$ cat src/rtl/td_pkg.sv
// Shared definitions for the tone-detection interface: direction codes seen by the
// drive state machine, decoder FSM states, and the window-code decode helpers.
package td_pkg;

    typedef enum logic [1:0] {
        DIR_STRAIGHT = 2'b00,
        DIR_LEFT     = 2'b01,
        DIR_RIGHT    = 2'b10,
        DIR_BACK     = 2'b11
    } td_dir_e;

    typedef enum logic [1:0] {
        ST_IDLE      = 2'd0,
        ST_CANDIDATE = 2'd1,
        ST_LOCKED    = 2'd2
    } td_state_e;

    localparam int NUM_CH = 5;   // bp1..bp4 directions, bp5 noise guard
    localparam int CNT_W  = 12;  // per-channel edge counter width

    // A window is usable only with exactly one direction tone and a quiet guard channel.
    function automatic logic code_valid(input logic [NUM_CH-1:0] pres);
        return !pres[4] && ($countones(pres[3:0]) == 1);
    endfunction

    function automatic td_dir_e code_of(input logic [NUM_CH-1:0] pres);
        td_dir_e c;
        c = DIR_STRAIGHT;
        if (pres[1])      c = DIR_LEFT;
        else if (pres[2]) c = DIR_RIGHT;
        else if (pres[3]) c = DIR_BACK;
        return c;
    endfunction

endpackage

$ cat src/rtl/tone_channel_counter.sv
// One comparator channel: synchronizer, rising-edge detect, saturating edge counter,
// and the present decision for the window that is closing.
module tone_channel_counter
    import td_pkg::*;
#(
    parameter int MIN_EDGES = 8,
    parameter int MAX_EDGES = 64
) (
    input  logic clk,
    input  logic rst,
    input  logic bp,
    input  logic win_close,
    output logic present
);

    logic [1:0]       r_sync;
    logic             r_prev;
    logic [CNT_W-1:0] r_cnt;
    logic             w_edge;
    logic [CNT_W-1:0] w_total;

    assign w_edge  = r_sync[1] & ~r_prev;
    // An edge seen on the close cycle still belongs to the closing window.
    assign w_total = (w_edge && (r_cnt != '1)) ? r_cnt + 1'b1 : r_cnt;
    assign present = (int'(w_total) >= MIN_EDGES) && (int'(w_total) <= MAX_EDGES);

    always_ff @(posedge clk) begin
        if (rst) begin
            r_sync <= '0;
            r_prev <= 1'b0;
            r_cnt  <= '0;
        end else begin
            r_sync <= {r_sync[0], bp};
            r_prev <= r_sync[1];
            r_cnt  <= win_close ? '0 : w_total;
        end
    end

endmodule

$ cat src/rtl/tone_decoder.sv
// Measures edge rate on five bandpass channels per window and locks a direction
// once a single tone has been stable for several consecutive windows.
module tone_decoder
    import td_pkg::*;
#(
    parameter int WINDOW_CYCLES   = 500_000,
    parameter int MIN_EDGES       = 8,
    parameter int MAX_EDGES       = 64,
    parameter int CONFIRM_WINDOWS = 3,
    parameter int RELEASE_WINDOWS = 2
) (
    input  logic       clk,
    input  logic       rst,
    input  logic       bp1,
    input  logic       bp2,
    input  logic       bp3,
    input  logic       bp4,
    input  logic       bp5,
    output logic       tdEn,
    output logic [1:0] tdDir,
    output logic [4:0] tdChan
);

    localparam int WIN_W  = (WINDOW_CYCLES > 1) ? $clog2(WINDOW_CYCLES) : 1;
    localparam int CONF_W = $clog2(CONFIRM_WINDOWS + 1);
    localparam int MISS_W = $clog2(RELEASE_WINDOWS + 1);
    localparam logic [WIN_W-1:0]  WIN_LAST = WIN_W'(WINDOW_CYCLES - 1);
    localparam logic [CONF_W-1:0] CONF_N   = CONF_W'(CONFIRM_WINDOWS);
    localparam logic [MISS_W-1:0] MISS_N   = MISS_W'(RELEASE_WINDOWS);

    logic [WIN_W-1:0]  r_win;
    logic              w_close;
    logic [NUM_CH-1:0] w_bp;
    logic [NUM_CH-1:0] w_pres;
    logic [NUM_CH-1:0] r_chan;
    logic              w_valid;
    td_dir_e           w_code;

    td_state_e         r_state, w_state;
    td_dir_e           r_cand, w_cand;
    td_dir_e           r_dir, w_dir;
    logic [CONF_W-1:0] r_conf, w_conf, w_conf_inc;
    logic [MISS_W-1:0] r_miss, w_miss, w_miss_inc;

    assign w_bp    = {bp5, bp4, bp3, bp2, bp1};
    assign w_close = (r_win == WIN_LAST);

    for (genvar g = 0; g < NUM_CH; g++) begin : g_ch
        tone_channel_counter #(
            .MIN_EDGES (MIN_EDGES),
            .MAX_EDGES (MAX_EDGES)
        ) u_ch (
            .clk       (clk),
            .rst       (rst),
            .bp        (w_bp[g]),
            .win_close (w_close),
            .present   (w_pres[g])
        );
    end

    always_ff @(posedge clk) begin
        if (rst || w_close) r_win <= '0;
        else                r_win <= r_win + 1'b1;
    end

    assign w_valid    = code_valid(w_pres);
    assign w_code     = code_of(w_pres);
    assign w_conf_inc = r_conf + 1'b1;
    assign w_miss_inc = r_miss + 1'b1;

    always_comb begin
        w_state = r_state;
        w_cand  = r_cand;
        w_dir   = r_dir;
        w_conf  = r_conf;
        w_miss  = r_miss;
        if (w_close) begin
            unique case (r_state)
                ST_IDLE: begin
                    if (w_valid) begin
                        w_cand = w_code;
                        w_conf = CONF_W'(1);
                        if (CONFIRM_WINDOWS == 1) begin
                            w_state = ST_LOCKED;
                            w_dir   = w_code;
                            w_miss  = '0;
                        end else begin
                            w_state = ST_CANDIDATE;
                        end
                    end
                end
                ST_CANDIDATE: begin
                    if (!w_valid) begin
                        w_state = ST_IDLE;
                        w_conf  = '0;
                    end else if (w_code != r_cand) begin
                        w_cand = w_code;
                        w_conf = CONF_W'(1);
                    end else begin
                        w_conf = w_conf_inc;
                        if (w_conf_inc == CONF_N) begin
                            w_state = ST_LOCKED;
                            w_dir   = r_cand;
                            w_miss  = '0;
                        end
                    end
                end
                ST_LOCKED: begin
                    // A different tone only counts as a miss; switching goes via IDLE.
                    if (w_valid && (w_code == r_cand)) begin
                        w_miss = '0;
                    end else if (w_miss_inc == MISS_N) begin
                        w_state = ST_IDLE;
                        w_miss  = '0;
                        w_conf  = '0;
                    end else begin
                        w_miss = w_miss_inc;
                    end
                end
                default: w_state = ST_IDLE;
            endcase
        end
    end

    always_ff @(posedge clk) begin
        if (rst) begin
            r_state <= ST_IDLE;
            r_cand  <= DIR_STRAIGHT;
            r_dir   <= DIR_STRAIGHT;
            r_conf  <= '0;
            r_miss  <= '0;
            r_chan  <= '0;
        end else begin
            r_state <= w_state;
            r_cand  <= w_cand;
            r_dir   <= w_dir;
            r_conf  <= w_conf;
            r_miss  <= w_miss;
            if (w_close) r_chan <= w_pres;
        end
    end

    assign tdEn   = (r_state == ST_LOCKED);
    assign tdDir  = r_dir;
    assign tdChan = r_chan;

endmodule

$ cat config.mk
export PLATFORM = sky130hd
export DESIGN_NAME = tone_decoder
export DESIGN_NICKNAME = d
export VERILOG_FILES = /design/src/rtl/td_pkg.sv /design/src/rtl/tone_channel_counter.sv /design/src/rtl/tone_decoder.sv
export SDC_FILE = /design/constraint.sdc
export NUM_CORES = 1
export LEC_CHECK = 0
export ABC_AREA = 1
export BUFFER_PORTS_ARGS = -buffer_cell sky130_fd_sc_hd__buf_4
export CORE_ASPECT_RATIO = 1.25
export CORE_UTILIZATION = 30
export CTS_CLUSTER_DIAMETER = 50
export DETAILED_ROUTE_END_ITERATION = 8
export HOLD_SLACK_MARGIN = 0.06
export PLACE_DENSITY = 0.46
export RECOVER_POWER = 100
export SYNTH_ARGS = -nofsm -noshare
export SYNTH_HDL_FRONTEND = slang
export SYNTH_SLANG_ARGS = --single-unit
$ cat constraint.sdc
create_clock -name clk -period 3.6 [get_ports clk]
set_clock_uncertainty 0.1 [all_clocks]
set_input_delay 0 -clock clk [delete_from_list [all_inputs] [get_ports clk]]
set_output_delay 0 -clock clk [all_outputs]
set_load 0.01 [all_outputs]
==> summary.md, run 1 <==
| Metric | Value |
|---|---|
| Tmin final | `3.72 ns` |
| Synthesized instance count | `924` |
| Met2 wire length | `7310 um` |
| Depth of the most critical reg-to-reg path | `24` |
| Post-Place Cell Area | `0.00725 mm2` |
| Final Max Slew Viols | `0` |
| DRT iter0 DRCs | `199` |
| Max IR drop VDD | `0.000243 V` |
| Critical path's top delay family | `simple AND/OR/NAND/NOR gates` |
| Worst-margin pin slew | `0.668 ns` |
| Wl on met1 | `6870 um` |
| First-pass GRT wire length | `25300 um` |
| Failing checks | `setup timing` |
| Critical Path End Type | `flop` |
| Unique cell type count in the Yosys netlist | `42` |
| Clk root buf | `clkbuf_16` |
| Total Wirelength | `14600 um` |
| Tightest Hold Check Type | `reg2reg` |
| Mapped Avg Cell Area | `6.48 um2` |
| # DRC | `0` |
| TritonCTS buffer count | `9` |
| Starting Density | `0.307` |
| Row Count | `57` |
| DR WL/cell | `10.9 um` |
| Total GRT Usage | `0.152` |
| Main synth FF type | `dfxtp_1` |
| Power Density | `315 mW/mm2` |
| Initial antenna violation count | `0` |
| Via count | `5759` |
| Antenna Violating Nets Remaining | `0` |
| Most used cell, CP | `nand3_2` |
| Layout area overhead | `33.0%` |
| Total gr overflow | `0` |
| Die H | `160 um` |
| Setup ws final | `-0.117 ns` |
| GP Congestion | `0.841` |
| Status | `finished, violations left` |
| Worst r2r dst | `r_cand[0]` |
| Share of cells above drive strength 1 | `0.219` |
| Reg-to-Reg Start | `g_ch[0].u_ch.r_cnt[0]` |
| Syn nets | `941` |
| Startpoint types | `flop` |
| Leak pwr | `3.56 nW` |
| Setup TNS | `-0.610 ns` |
| Internal reg-to-reg setup slack | `-0.12 ns` |
| Rel. slew slack | `0.553` |
| Placed cells | `1299` |
| Slowest stage cell, crit path | `fa_1` |
| Min-delay src | `g_ch[4].u_ch.r_sync[0]` |
| Clk_lat worst skew | `0.35 ns` |
| DR pass1 iterations | `4` |
| Vias in the first global route | `5643` |
| Die area | `0.0205 mm2` |
| Final instance area | `0.00796 mm2` |
| Critical path type | `reg2reg` |
| Final Cycle Share | `1.03` |
| Met3 Wirelength | `219 um` |
| N_diodes | `0` |
| Worst hold stages | `2` |
| CP required | `3.74 ns` |
| IO buf count | `14` |
| Final setup viols | `10` |
| Die X | `128 um` |
| TritonCTS clock tree | `yes` |
| Mapped Area | `0.00598 mm2` |
| Clock sink total | `109` |
| WP data arrival | `3.86 ns` |
| RSZ-0062 raised after global routing | `yes` |
| Share of synthesized registers carrying an async set or reset | `0` |
| Worst path buffer plus inverter count | `4` |
| Final Hold Fails | `0` |
| HPWL Detailed | `10700 um` |
| Core area | `0.0195 mm2` |
| EDFF count, synth | `0` |
| Yosys Warn Count | `0` |
| Largest net degree at the start of global routing | `36` |
| Worst Hold Path EP | `g_ch[4].u_ch.r_sync[1]` |
| Max stage delay on crit path | `0.43 ns` |
| Fin cells | `1340` |
| Sequential-to-total area share from yosys stat | `0.365` |
| I/O Pins | `15` |
| Via density | `4.30` |
| Top layer in use | `met4` |
| Critical path cell sequence | `ha_4 -> nand3_2 -> nor3_4 -> nand2_1 -> nand2_2 -> buf_4 -> or2_2 -> xor2_1 -> inv_1 -> nand3_2 -> nand3_2 -> nor2_4 -> fa_1 -> ha_2 -> ha_4 -> nor2_1 -> nand2_1 -> inv_2 -> nand2_4 -> buf_4 -> nor3_2 -> nand2_2 -> o21ai_1 -> a21oi_1` |
| Max Fclk | `269 MHz` |
| # Max-Cap Violations | `0` |
| Clock transition at path regs | `0.08 ns` |
| CP Launch Point | `g_ch[0].u_ch.r_cnt[0]` |
| Nets@finish | `1087` |
| CTS H-tree depth | `3` |
| Seq cells post-synth | `109` |
| Critical path fanouts, max | `6` |
| Max Root-Sink Buffers | `2` |
[registers in the layout (all words and copies together) (netlist names)]
register / cells
g_ch.u_ch.r_cnt: 60
r_conf: 2
tdDir: 2
r_cand: 2
r_state: 2
g_ch.u_ch.r_sync: 10
r_win: 19
tdChan: 5
g_ch.u_ch.r_prev: 5
r_miss: 2
[worst min-delay path: cells and delay by family, from the launching register on]
| family | cells | cell delay [ns] |
|---|---|---|
| buffers and inverters | 1 | 0.04 |
| and+or+nand+nor | 1 | 0.03 |
| DFF | 1 | 0.30 |
[power breakdown]
group	switching [W]	internal, W
sequential	0.00000807	0.00122
clock	0.000456	0.000670
combinational	0.0000897	0.0000669
[final cells by class]
| type | instances | area, um2 |
|---|---|---|
| Fill cell | 2069 | 11500 |
| Inverter | 145 | 548 |
| Tap cell | 265 | 332 |
| Clock inverter | 4 | 76.3 |
| Multi-Input combinational cell | 653 | 3380 |
| Clock buffer | 12 | 267 |
| Sequential cell | 109 | 2190 |
| Timing Repair Buffer | 152 | 1170 |
[cell usage in the layout, fill, tap and decap left out, types with 3 or more instances in the layout]
cell type      instances
a21oi_1               36
a21oi_2                4
buf_4                127
buf_6                  3
clkbuf_1               8
clkbuf_16              9
clkbuf_8               3
dfxtp_1              104
dfxtp_2                5
dlygate4sd3_1         11
ha_1                   5
inv_1                134
inv_2                  8
nand2_1              244
nand2_2               17
nand2_4                5
nand3_1               49
nand3_2                9
nand3b_1               8
nand4_1               19
nor2_1               135
nor2_2                13
nor2_4                 3
nor3_1                19
nor3_2                 3
nor4_1                 5
o21ai_0               20
xnor2_1               11
xor2_1                21
xor2_2                 4
[cells in the mapped netlist (2+ instances only)]
cell type | count | share of area
nand2_4 | 3 | 0.0056
nand2_1 | 252 | 0.16
inv_1 | 141 | 0.088
ha_1 | 9 | 0.019
buf_6 | 3 | 0.0056
or2_2 | 2 | 0.0021
nand4_1 | 19 | 0.020
a21oi_1 | 40 | 0.033
nand3_1 | 57 | 0.048
dfxtp_1 | 109 | 0.36
clkbuf_1 | 7 | 0.0044
nand3b_1 | 8 | 0.010
buf_1 | 4 | 0.0025
xnor2_1 | 11 | 0.016
nor2_4 | 2 | 0.0038
nor2_2 | 5 | 0.0052
nor2_1 | 144 | 0.090
nor4_1 | 5 | 0.0052
buf_4 | 2 | 0.0025
inv_2 | 2 | 0.0013
nand4_2 | 2 | 0.0042
nand2_2 | 11 | 0.011
xor2_1 | 24 | 0.035
nor3_1 | 22 | 0.018
o21ai_0 | 23 | 0.019
[how the worst max path moves through the flow]
| stage | endpoint | slack (ns) | cells after the start |
|---|---|---|---|
| finish | r_cand[0] | -0.12 | 24 |
| CTS | r_miss[0] | -0.12 | 28 |
| global route | r_state[0] | -0.38 | 23 |
| detailed placement | r_conf[0] | -0.28 | 28 |
| global placement | r_miss[0] | -0.20 | 26 |
| floorplan | r_conf[0] | -0.005 | 27 |
[cells by family after synthesis]
family,after synthesis,synth area share
simple gates,539,0.393
buf+inv,162,0.107
flops,109,0.365
compound gates,68,0.0592
xor+xnor,36,0.0539
fa+ha+maj,10,0.0222
[what timing repair did]
item / CTS / global route
hold buffers: 11 / 0
gates resized for setup: 22 / 26
endpoints found under the setup margin: 10 / 10
setup buffers: 11 / 3
hold endpoints to repair: 15 / 0
pin swaps: 24 / 29
[per-stage QoR]
step	worst slack, ns	utilization	total power [W]	hold slack [ns]
final	-0.117	0.409	0.00251	0.302
after global routing	-0.379	0.409	0.00263	0.324
after CTS	-0.119	0.404	0.00257	0.305
after detailed placement	-0.277	0.373	0.00140	0.107
after global placement	-0.201	0.373	0.00140	0.103
after floorplan	-0.00528	-	0.00134	0.00697
[layer usage]
layer,vias up,track usage
met2,32,0.276
met1,2563,0.184
met3,11,0.0231
met5,-,0
met4,0,0.0401
li1,3153,-
(Power assumes the default switching activity.)
==> run 2: changes to the inputs <==
Settings changed: CORE_UTILIZATION 30 to 23, PLACE_DENSITY 0.46 to 0.38, TNS_END_PERCENT from default to 30.
==> summary.md, run 2 (same netlist as run 1, synthesis figures left out) <==
| Metric | Value |
|---|---|
| Worst-margin pin slew | `1.45 ns` |
| Critical Path End Type | `flop` |
| Final Cycle Share | `1.03` |
| HPWL Detailed | `11200 um` |
| Most frequent cells in the layout | `244 x nand2_1, 137 x inv_1, 134 x nor2_1` |
| Met3 Wirelength | `226 um` |
| Total GRT Usage | `0.122` |
| CTS H-tree depth | `3` |
| Max Root-Sink Buffers | `2` |
| Share of cells above drive strength 1 | `0.208` |
| DRT iter0 DRCs | `201` |
| Number of flip-flops in the largest register | `60` |
| Setup ws final | `-0.108 ns` |
| Vias in the first global route | `5783` |
| Psw | `0.000610 W` |
| Pint | `0.00183 W` |
| First-pass GRT wire length | `26300 um` |
| Seq pwr share | `0.502` |
| Layout area overhead | `32.7%` |
| Final setup viols | `7` |
| Critical path's top delay family | `simple AND/OR/NAND/NOR gates` |
| CP required | `3.76 ns` |
| Status | `finished, violations left` |
| Clock power frac | `0.436` |
| Tightest Hold Check Type | `reg2reg` |
| TritonCTS buffer count | `9` |
| Core area | `0.0254 mm2` |
| Startpoint types | `flop` |
| N_diodes | `0` |
| Via count | `5741` |
| Antenna Violating Nets Remaining | `0` |
| Total Wirelength | `15100 um` |
| Clk_lat worst skew | `0.37 ns` |
| Power, Total | `0.00244 W` |
| Die area | `0.0267 mm2` |
| Max stage delay on crit path | `0.43 ns` |
| Wl on met1 | `7050 um` |
| DR WL/cell | `10.7 um` |
| Rel. slew slack | `0.0348` |
| Total gr overflow | `0` |
| Nets@finish | `1085` |
| Placed cells | `1374` |
| Failing checks | `setup timing` |
| Fin cells | `1408` |
| GP Congestion | `0.819` |
| Starting Density | `0.236` |
| Max Fclk | `270 MHz` |
| Clk root buf | `clkbuf_16` |
| Clock transition at path regs | `0.08 ns` |
| IO buf count | `14` |
| Power Density | `308 mW/mm2` |
| RSZ-0062 raised after global routing | `yes` |
| Net Sw Frac | `0.249` |
| Initial antenna violation count | `0` |
| Row Count | `65` |
| Worst path buffer plus inverter count | `5` |
| # DRC | `0` |
| Placement Setup Slack | `-0.246 ns` |
| I/O Pins | `15` |
| Tmin final | `3.71 ns` |
| Die H | `182 um` |
| WP data arrival | `3.87 ns` |
| Fill cells | `2856` |
| Final Max Slew Viols | `0` |
| Worst Hold Margin | `0.303 ns` |
| Most flops, register | `g_ch.u_ch.r_cnt` |
| Critical path type | `reg2reg` |
| Met2 wire length | `7570 um` |
| Slowest stage cell, crit path | `fa_1` |
| Setup TNS | `-0.366 ns` |
| Via density | `4.08` |
| Die X | `146 um` |
| Top Registers | `g_ch.u_ch.r_cnt: 60 flops, r_win: 19 flops, g_ch.u_ch.r_sync: 10 flops` |
| Comb pwr share | `0.062` |
| Most common cell after layout, fill and taps aside | `nand2_1` |
| DR pass1 iterations | `4` |
| # Max-Cap Violations | `0` |
| Critical path fanouts, max | `6` |
| Final Hold Fails | `0` |
| Max IR drop VDD | `0.000216 V` |
| Leak pwr | `3.50 nW` |
| Largest net degree at the start of global routing | `41` |
| TritonCTS clock tree | `yes` |
| Clock sink total | `109` |
| Top layer in use | `met4` |
[run 2: worst register-to-register path: cells and delay by family (launching register included)]
family | cells | cell delay (ns)
AND/OR/NAND/NOR | 15 | 1.45
XOR/XNOR | 1 | 0.16
AO/OA/AOI/OAI | 1 | 0.18
adder cells (fa/ha/maj) | 3 | 0.85
buffers and inverters | 5 | 0.53
flip-flops | 1 | 0.34
[run 2: cell type report]
type | count | area [um2] | area share
Multi-Input combinational cell | 653 | 3360 | 0.422
Sequential cell | 109 | 2190 | 0.275
Timing Repair Buffer | 150 | 1120 | 0.141
Inverter | 145 | 551 | 0.0693
Tap cell | 335 | 419 | 0.0528
Clock buffer | 9 | 225 | 0.0284
Clock inverter | 7 | 81.3 | 0.0102
[run 2: repair_timing]
action                                  4_1_cts  5_1_grt
gates cloned                                  0        0
gates resized for setup                      13       27
endpoints found under the hold margin        15        0
endpoints found under the setup margin       10       10
buffers inserted                              4        3
hold buffers                                 11        0
pin swaps                                    15       25
[run 2: final timing paths]
path	startpoint	to	slack (ns)	depth (start not counted)
worst max-delay path	g_ch[0].u_ch.r_cnt[3]	r_miss[1]	-0.11	25
worst min-delay path	g_ch[1].u_ch.r_sync[0]	g_ch[1].u_ch.r_sync[1]	0.30	2
worst max register to register	g_ch[0].u_ch.r_cnt[3]	r_miss[1]	-0.11	25
worst min register to register	g_ch[1].u_ch.r_sync[0]	g_ch[1].u_ch.r_sync[1]	0.30	2
[run 2: power groups by stage]
stage | Sequential [W] | Clock [W] | Combinational (W)
after global routing | 0.00123 | 0.00116 | 0.000170
after global placement | 0.00126 | 0 | 0.000140
final | 0.00123 | 0.00107 | 0.000151
after floorplan | 0.00126 | 0 | 0.0000843
after CTS | 0.00123 | 0.00112 | 0.000154
after detailed placement | 0.00126 | 0 | 0.000140
[run 2: metal layers]
layer  global-route usage  vias up
li1                     -     3156
met1                0.141     2541
met2                0.224       31
met3               0.0193       13
met4               0.0454        0
met5                    0        -
[run 2: through the flow]
stage,area (um2),utilization
2_1_floorplan,6040,-
3_3_place_gp,7370,0.290
3_5_place_dp,7370,0.290
4_1_cts,7860,0.310
5_1_grt,7940,0.313
6_report,7940,0.313
